===== src/rtl/frog_collision_ctrl.sv =====
// Per-frame frog/car overlap detection plus the lives counter and the
// hit -> freeze -> respawn / game-over sequencing for the frogger core.
module frog_collision_ctrl #(
  parameter int LANE1_Y     = 64,
  parameter int LANE2_Y     = 128,
  parameter int LANE3_Y     = 192,
  parameter int LANE4_Y     = 256,
  parameter int CAR_W       = 32,
  parameter int CAR_H       = 32,
  parameter int FROG_W      = 32,
  parameter int FROG_H      = 32,
  parameter int HIT_FRAMES  = 60,
  parameter int START_LIVES = 3
) (
  input  logic       CLK,
  input  logic       RST_N,
  input  logic       frame_tick,
  input  logic [9:0] car_x1,
  input  logic [9:0] car_x2,
  input  logic [9:0] car_x3,
  input  logic [9:0] car_x4,
  input  logic [9:0] frog_x,
  input  logic [9:0] frog_y,
  input  logic       start,
  output logic       hit_pulse,
  output logic [1:0] hit_lane,
  output logic       frog_freeze,
  output logic       respawn,
  output logic [1:0] lives,
  output logic       game_over
);

  typedef enum logic [1:0] {
    ST_ALIVE,
    ST_HIT,
    ST_RESPAWN,
    ST_GAME_OVER
  } state_t;

  localparam logic [10:0] CAR_W_V   = 11'(CAR_W);
  localparam logic [10:0] CAR_H_V   = 11'(CAR_H);
  localparam logic [10:0] FROG_W_V  = 11'(FROG_W);
  localparam logic [10:0] FROG_H_V  = 11'(FROG_H);
  localparam logic [7:0]  HIT_CNT_V = 8'(HIT_FRAMES);
  localparam logic [1:0]  LIVES_V   = 2'(START_LIVES);

  // X distances wrap modulo 1024 so cars straddling the screen edge still hit;
  // Y uses 11 bits so lane bottom / frog bottom never truncate.
  function automatic logic lane_overlap(input logic [9:0]  fx,
                                        input logic [9:0]  fy,
                                        input logic [9:0]  cx,
                                        input logic [10:0] ly);
    logic [9:0]  d_fc;
    logic [9:0]  d_cf;
    logic [10:0] fy_w;
    logic        x_hit;
    logic        y_hit;
    d_fc  = fx - cx;
    d_cf  = cx - fx;
    fy_w  = {1'b0, fy};
    x_hit = ({1'b0, d_fc} < CAR_W_V) || ({1'b0, d_cf} < FROG_W_V);
    y_hit = (fy_w < (ly + CAR_H_V)) && (ly < (fy_w + FROG_H_V));
    return x_hit && y_hit;
  endfunction

  function automatic logic [1:0] lowest_lane(input logic [3:0] vec);
    logic [1:0] idx;
    idx = 2'd0;
    for (int i = 3; i >= 0; i--) begin
      if (vec[i]) idx = 2'(i);
    end
    return idx;
  endfunction

  function automatic logic [1:0] lives_dec_sat(input logic [1:0] l);
    return (l == 2'd0) ? 2'd0 : l - 2'd1;
  endfunction

  state_t           state_q, state_d;
  logic [1:0]       lives_q, lives_d;
  logic [7:0]       cnt_q, cnt_d;
  logic [1:0]       hit_lane_q, hit_lane_d;

  logic [3:0][9:0]  car_x_p0_q, car_x_p0_d;
  logic [9:0]       frog_x_p0_q, frog_x_p0_d;
  logic [9:0]       frog_y_p0_q, frog_y_p0_d;
  logic             vld_p0_q, vld_p0_d;
  logic [3:0]       hit_vec_p1_q, hit_vec_p1_d;
  logic             vld_p1_q, vld_p1_d;
  logic             hit_accept;

  assign hit_accept = (state_q == ST_ALIVE) && vld_p1_q && (|hit_vec_p1_q);

  // Stage p0: sample positions on the frame tick (only ALIVE ticks are valid)
  always_comb begin
    car_x_p0_d  = car_x_p0_q;
    frog_x_p0_d = frog_x_p0_q;
    frog_y_p0_d = frog_y_p0_q;
    if (frame_tick) begin
      car_x_p0_d  = {car_x4, car_x3, car_x2, car_x1};
      frog_x_p0_d = frog_x;
      frog_y_p0_d = frog_y;
    end
    vld_p0_d = frame_tick && (state_q == ST_ALIVE) && !hit_accept;
  end

  // Stage p1: per-lane overlap vector
  always_comb begin
    hit_vec_p1_d[0] = lane_overlap(frog_x_p0_q, frog_y_p0_q, car_x_p0_q[0], 11'(LANE1_Y));
    hit_vec_p1_d[1] = lane_overlap(frog_x_p0_q, frog_y_p0_q, car_x_p0_q[1], 11'(LANE2_Y));
    hit_vec_p1_d[2] = lane_overlap(frog_x_p0_q, frog_y_p0_q, car_x_p0_q[2], 11'(LANE3_Y));
    hit_vec_p1_d[3] = lane_overlap(frog_x_p0_q, frog_y_p0_q, car_x_p0_q[3], 11'(LANE4_Y));
    vld_p1_d        = vld_p0_q;
  end

  always_ff @(posedge CLK) begin
    car_x_p0_q   <= car_x_p0_d;
    frog_x_p0_q  <= frog_x_p0_d;
    frog_y_p0_q  <= frog_y_p0_d;
    hit_vec_p1_q <= hit_vec_p1_d;
  end

  // Stage p2: FSM consumes the registered hit vector
  always_comb begin
    state_d    = state_q;
    lives_d    = lives_q;
    cnt_d      = cnt_q;
    hit_lane_d = hit_lane_q;
    unique case (state_q)
      ST_ALIVE: begin
        if (hit_accept) begin
          hit_lane_d = lowest_lane(hit_vec_p1_q);
          lives_d    = lives_dec_sat(lives_q);
          if (lives_q <= 2'd1) begin
            state_d = ST_GAME_OVER;
          end else begin
            cnt_d   = HIT_CNT_V;
            state_d = ST_HIT;
          end
        end
      end
      ST_HIT: begin
        if (frame_tick) begin
          if (cnt_q <= 8'd1) state_d = ST_RESPAWN;
          else               cnt_d   = cnt_q - 8'd1;
        end
      end
      ST_RESPAWN: state_d = ST_ALIVE;
      ST_GAME_OVER: begin
        if (start) begin
          lives_d = LIVES_V;
          state_d = ST_RESPAWN;
        end
      end
      default: state_d = ST_ALIVE;
    endcase
  end

  always_ff @(posedge CLK or negedge RST_N) begin
    if (!RST_N) begin
      state_q    <= ST_ALIVE;
      lives_q    <= LIVES_V;
      cnt_q      <= 8'd0;
      hit_lane_q <= 2'd0;
      vld_p0_q   <= 1'b0;
      vld_p1_q   <= 1'b0;
    end else begin
      state_q    <= state_d;
      lives_q    <= lives_d;
      cnt_q      <= cnt_d;
      hit_lane_q <= hit_lane_d;
      vld_p0_q   <= vld_p0_d;
      vld_p1_q   <= vld_p1_d;
    end
  end

  assign hit_pulse   = hit_accept;
  assign hit_lane    = hit_lane_q;
  assign lives       = lives_q;
  assign frog_freeze = (state_q != ST_ALIVE);
  assign respawn     = (state_q == ST_RESPAWN);
  assign game_over   = (state_q == ST_GAME_OVER);

endmodule


===== config.mk =====
export PLATFORM = sky130hd
export DESIGN_NAME = frog_collision_ctrl
export DESIGN_NICKNAME = d
export VERILOG_FILES = /design/src/rtl/frog_collision_ctrl.sv
export SDC_FILE = /design/constraint.sdc
export NUM_CORES = 1
export LEC_CHECK = 0
export BUFFER_PORTS_ARGS = -buffer_cell sky130_fd_sc_hd__buf_2
export CAP_MARGIN = 20
export CELL_PAD_IN_SITES_DETAIL_PLACEMENT = 2
export CELL_PAD_IN_SITES_GLOBAL_PLACEMENT = 2
export CORE_MARGIN = 2
export CORE_UTILIZATION = 39
export CTS_BUF_LIST = sky130_fd_sc_hd__clkbuf_8
export DETAILED_ROUTE_END_ITERATION = 16
export PLACE_DENSITY_LB_ADDON = 0.12
export SYNTH_ARGS = -nofsm -noshare
export SYNTH_HDL_FRONTEND = slang
export SYNTH_SLANG_ARGS = --single-unit

===== constraint.sdc =====
create_clock -name CLK -period 3 [get_ports CLK]
set_input_delay 0.45 -clock CLK [delete_from_list [all_inputs] [get_ports CLK]]
set_output_delay 0.45 -clock CLK [all_outputs]
set_load 0.005 [all_outputs]

* Word-level counts from Yosys, hierarchy flattened
Index checks and enable logic that the tools add are counted.
** Word-level totals
- Logic and storage cells :: 97
- Flip-flop bits (word level) :: 80
** Cells by class
- Multiplexer cells :: 19
- $add $sub $neg :: 11
- Equality and inequality tests :: 9
- $lt $le $gt $ge :: 18
- Reduce and logical (&&, ||, !) cells :: 27
** Operators with widths (number)
- less-than comparator 10 x 6 -> 1 bit (second input constant) :: 8
- subtractor 10 bit :: 8
- 2-to-1 mux 8 bit :: 4
- 2-to-1 mux 2 bit :: 12
- less-than comparator 8 x 11 -> 1 bit (first input constant) :: 2
- less-than comparator 10 x 8 -> 1 bit (second input constant) :: 2
- case mux 8 bit (2 select lines) :: 1
- logical AND 1 bit :: 12
- != test 2 bit (second input constant) :: 6
- adder 10 x 6 -> 11 bit (second input constant) :: 1
- less-than comparator 7 x 11 -> 1 bit (first input constant) :: 1
- less-than comparator 9 x 11 -> 1 bit (first input constant) :: 1
- less-than comparator 10 x 7 -> 1 bit (second input constant) :: 1
- less-than comparator 10 x 9 -> 1 bit (second input constant) :: 1
- <= comparator 8 x 1 -> 1 bit (second input constant) :: 1
- case mux 2 bit (4 select lines) :: 1
- subtractor 8 x 1 -> 8 bit (second input constant) :: 1
- nonzero test 2 bit :: 3
- AND reduction 5 bit :: 1
- equality test 2 bit (second input constant) :: 2
- zero test 2 bit :: 2
- logical OR 1 bit :: 4
- case mux 2 bit (2 select lines) :: 1
- AND reduction 4 bit :: 1
- other kinds (7) :: 7

* Depth between registers and ports, before layout
- Depth in word-level cells :: 5
- Mapped depth :: 9

* Worst setup path after synthesis
Ideal clock, no wire load.
- Path kind :: reg2reg
- Start :: reg frog_x_p0_q[2]
- End :: reg hit_vec_p1_q[2]
- Stages on the path, launching flop included :: 8
- Library setup time :: 0.059 ns
- Arrival :: 2.135 ns
- Period minus slack after synthesis :: 2.194 ns
- Slack :: 0.806 ns
- Path buffers :: 0
- Required time :: 2.941 ns
- Path through :: edfxtp_1 > ha_1 > and2_1 > a221o_1 > a211oi_1 > nand2_1 > a2111oi_0 > a22o_1
** Between the ends
- Longest elaborated chain between the ends :: 4
- Elaborated cells on any way between the ends :: 6
** Ends and longest elaborated chain
- start: declaration :: line 85 : logic [9:0] frog_x_p0_q, frog_x_p0_d;
- start signal: assignment :: line 118 : frog_x_p0_q <= frog_x_p0_d;
- subtractor 10 bit (on tied branches) :: line 58, 59
- less-than comparator 10 x 6 -> 1 bit :: line 61 : x_hit = ({1'b0, d_fc} < CAR_W_V) || ({1'b0, d_cf} < FROG_W_V);
- logical OR 1 bit (*) :: line 61
- logical AND 1 bit (*) :: line 63 : return x_hit && y_hit;
- named net hit_vec_p1_d[2] :: line 88 : logic [3:0] hit_vec_p1_q, hit_vec_p1_d;
- end signal: assignment :: line 120 : hit_vec_p1_q <= hit_vec_p1_d;
- end: declaration :: line 88
The timed path passes the listed nets; every way through them passes the cells marked *.
A chain may end at the register's enable or synchronous reset.

* Worst setup path after layout
Ends and elaborated chain as after synthesis.

==> impl_summary.log <==
INFO  metric worst_pin_slew = 647 ps
INFO  metric clkTransAtPathRegs = 90 ps
INFO  metric critical_path.endpoint_type = flop
INFO  metric gp_congestion = 0.891
INFO  metric start_util = 40.1%
INFO  metric buffer_ports.inserted = 71
INFO  metric max_freq = 396 MHz
INFO  metric power = 3.33 mW
INFO  metric synth_adder_area_share = 16.2%
INFO  metric clkLatencyLatePin = 380 ps
INFO  metric postSynthCellCount = 514
INFO  metric grt_setup_unrepaired = false
INFO  metric criticalPathCategory = flop to flop
INFO  metric post_route_cells_drive_above_1_share = 16.8%
INFO  metric synth-compound-area-share = 17.6%
INFO  metric netlist-cell-type-count = 69
INFO  metric count_of_final_setup_violators = 0
INFO  metric grt_start_max_net_pins = 36
INFO  metric ys_seq_elements = 80
INFO  metric post-route-period-util = 84.3%
INFO  metric postCtsHoldBufs = 1
INFO  metric design.final.nets = 722
INFO  metric vias = 4146
INFO  metric placed_cell_area = 5880 um^2
INFO  metric tritoncts.num_buffers = 9
INFO  metric ys_seq_area_share = 42.9%
INFO  metric cts.repair_timing.setup_buffer_count = 0
INFO  metric holdCritPathClass = input pin to flop
INFO  metric first_global_vias = 4660
INFO  metric die_height = 121 um
INFO  metric leakage = 2.73 nW
INFO  metric count_of_flip_flops_with_a_built_in_enable_after_synthesis = 60
INFO  metric post_synth_xor_area_fraction = 3.78%
INFO  metric mostFrequentLayoutCell = sky130_fd_sc_hd__buf_2
INFO  metric wirelength = 15300 um
INFO  metric max-slew-margin-rel = 56.4%
INFO  metric grt_overflow_total = 0
INFO  metric core_region_area = 13300 um^2
INFO  metric num_io_pins = 72
INFO  metric postLayoutCoreUtil = 45.6%
INFO  metric grt_first_pass_wirelength = 25000 um
INFO  metric synth.net_count = 647
INFO  metric drt-pass1-iter-count = 4
INFO  metric die_area = 14600 um^2
INFO  metric mappedNetlistArea = 5330 um^2
INFO  metric avgViaCountPerCell = 5.38
INFO  metric area.growth.synth_to_final = 13.9%
INFO  metric num_rows = 42
INFO  metric worstPathArrival = 2860 ps
INFO  metric critical_path.startpoint_type = flop
INFO  metric layout.cell_area.non_filler = 6070 um^2
INFO  metric hold_viol_final = 0
INFO  metric fraction_of_synthesis_flops_using_an_asynchronous_set_or_reset_pin = 20.0%
INFO  metric globalRouteTotalUtil = 22.5%
INFO  metric antenna_found_initial = 0
INFO  metric post-route-min-period = 2530 ps
INFO  metric worst_voltage_drop_across_the_vdd_grid = 385 uV
INFO  metric crit_required = 3330 ps
INFO  metric antenna-diode-count = 0
INFO  metric max_capacitance_violation_count = 0
INFO  metric synth-warning-count = 0
INFO  metric final.setup_skew = 9.25 ps
INFO  metric post_synth_mux_area_share = 1.15%
INFO  metric powerDensity = 549 nW/um^2
INFO  metric place.detailed.hpwl = 12000 um
INFO  metric most_used_flip_flop_cell_after_synthesis = sky130_fd_sc_hd__edfxtp_1
INFO  metric synth_area_per_cell = 10.4 um^2
INFO  metric slew_viol_final = 0
INFO  metric tritoncts = built
INFO  metric timing.setup.tns = 0 ps
INFO  metric main_combinational_cell_family_by_area_after_synthesis = compound AO/OA/AOI/OAI gates
INFO  metric total_number_of_clock_tree_sinks = 80
INFO  metric route.antenna.remaining_nets = 0
INFO  metric synthSimpleGateAreaFrac = 13.7%
INFO  metric drt_iter0_markers = 157
INFO  metric die_w = 121 um
INFO  metric post_drt_wl_per_cell = 19.9 um
INFO  metric status = complete, no violations
INFO  metric drc = 0
INFO  metric htree_levels = 3
INFO  metric ctsRootBufferMaster = sky130_fd_sc_hd__clkbuf_8
INFO  metric worst_hold_slack = 238 ps
INFO  metric final_cell_mix = sky130_fd_sc_hd__buf_2 (71), sky130_fd_sc_hd__ha_1 (69), sky130_fd_sc_hd__edfxtp_1 (60), sky130_fd_sc_hd__inv_1 (56), sky130_fd_sc_hd__nor2_1 (33)
INFO  metric number_of_gates_resized_after_cts = 0
INFO  metric clock_path_buffers = 2
INFO  metric critPathMaxFanout = 5
## power breakdown
group / switching, mW / leakage (nW) / internal, mW
combinational: 0.629 / 1.83 / 0.446
clock: 0.457 / 0.0854 / 0.309
sequential: 0.147 / 0.813 / 1.34
## critical path, stage by stage (launching register included)
cell and delay, ps:
sky130_fd_sc_hd__edfxtp_1 520, sky130_fd_sc_hd__ha_1 360, sky130_fd_sc_hd__and2_1 180, sky130_fd_sc_hd__a221o_1 400, sky130_fd_sc_hd__a211oi_1 360, sky130_fd_sc_hd__nand2_1 80, sky130_fd_sc_hd__a2111oi_0 380, sky130_fd_sc_hd__a22o_1 200
## routing by layer
layer / wire, um / part of all wire, % / GRT usage (%)
met1: 6710 / 44 / 26.8
met2: 8090 / 53 / 41.5
met3: 339 / 2.2 / 3.81
met4: 210 / 1.4 / 5.89
met5: 0 / 0 / 0
## synth_stat cells, drive strengths merged (7+ instances only)
master / count / area (um^2)
o31ai: 7 / 52.6
a31oi: 7 / 43.8
nor2b: 9 / 56.3
a21o: 13 / 97.6
a21oi: 32 / 160
nand2: 29 / 109
xor2: 10 / 87.6
clkbuf: 7 / 26.3
and2: 9 / 56.3
nor2: 33 / 124
edfxtp: 60 / 1800
inv: 56 / 210
nand2b: 10 / 62.6
o21ai: 22 / 110
nor3: 8 / 40.0
ha: 69 / 863
dfrtp: 14 / 350
xnor2: 13 / 114
## path summary, 6_finish.rpt
path / start / end / slack, ps / cells after the start
max: frog_x_p0_q[2]$_DFFE_PP_ / hit_vec_p1_q[2]$_DFF_P_ / 470 / 7
min: car_x3[1] / car_x_p0_q[21]$_DFFE_PP_ / 240 / 1
max reg2reg: frog_x_p0_q[2]$_DFFE_PP_ / hit_vec_p1_q[2]$_DFF_P_ / 470 / 7
min reg2reg: vld_p0_q$_DFF_PN0_ / vld_p1_q$_DFF_PN0_ / 350 / 0
max in group asynchronous: RST_N / lives[1]$_DFFE_PN1P_ / 2170 / 2
min in group asynchronous: RST_N / cnt_q[7]$_DFFE_PN0P_ / 520 / 2
## metrics by stage
stage	instances	worst slack (ps)
6_report	770	472
5_1_grt	770	237
4_1_cts	770	447
3_5_place_dp	753	453
3_3_place_gp	753	562
2_1_floorplan	514	806
## cell type report
| cell class | instances | area [um^2] |
|---|---|---|
| Fill cell | 1422 | 7230 |
| Multi-Input combinational cell | 368 | 2790 |
| Sequential cell | 80 | 2280 |
| Timing Repair Buffer | 74 | 380 |
| Tap cell | 176 | 220 |
| Inverter | 56 | 210 |
| Clock buffer | 9 | 124 |
| Clock inverter | 7 | 56.3 |
## state kept, by name, summed over array words and instances (netlist names), 2 cells and up
signal,count
car_x_p0_q,40
frog_x_p0_q,10
frog_y_p0_q,10
cnt_q,8
hit_vec_p1_q,4
hit_lane,2
lives,2
state_q,2
## cell families (layout without fill, tap and decap cells)
kind of cell,count (synthesis),after routing
AND/OR/NAND/NOR,138,138
AO/OA/AOI/OAI,132,132
flip-flops,80,80
adder cells (fa/ha/maj),69,69
buffers and inverters,66,146
XOR/XNOR,23,23
multiplexers,6,6
Note: power is estimated with default switching activity, not from simulation.
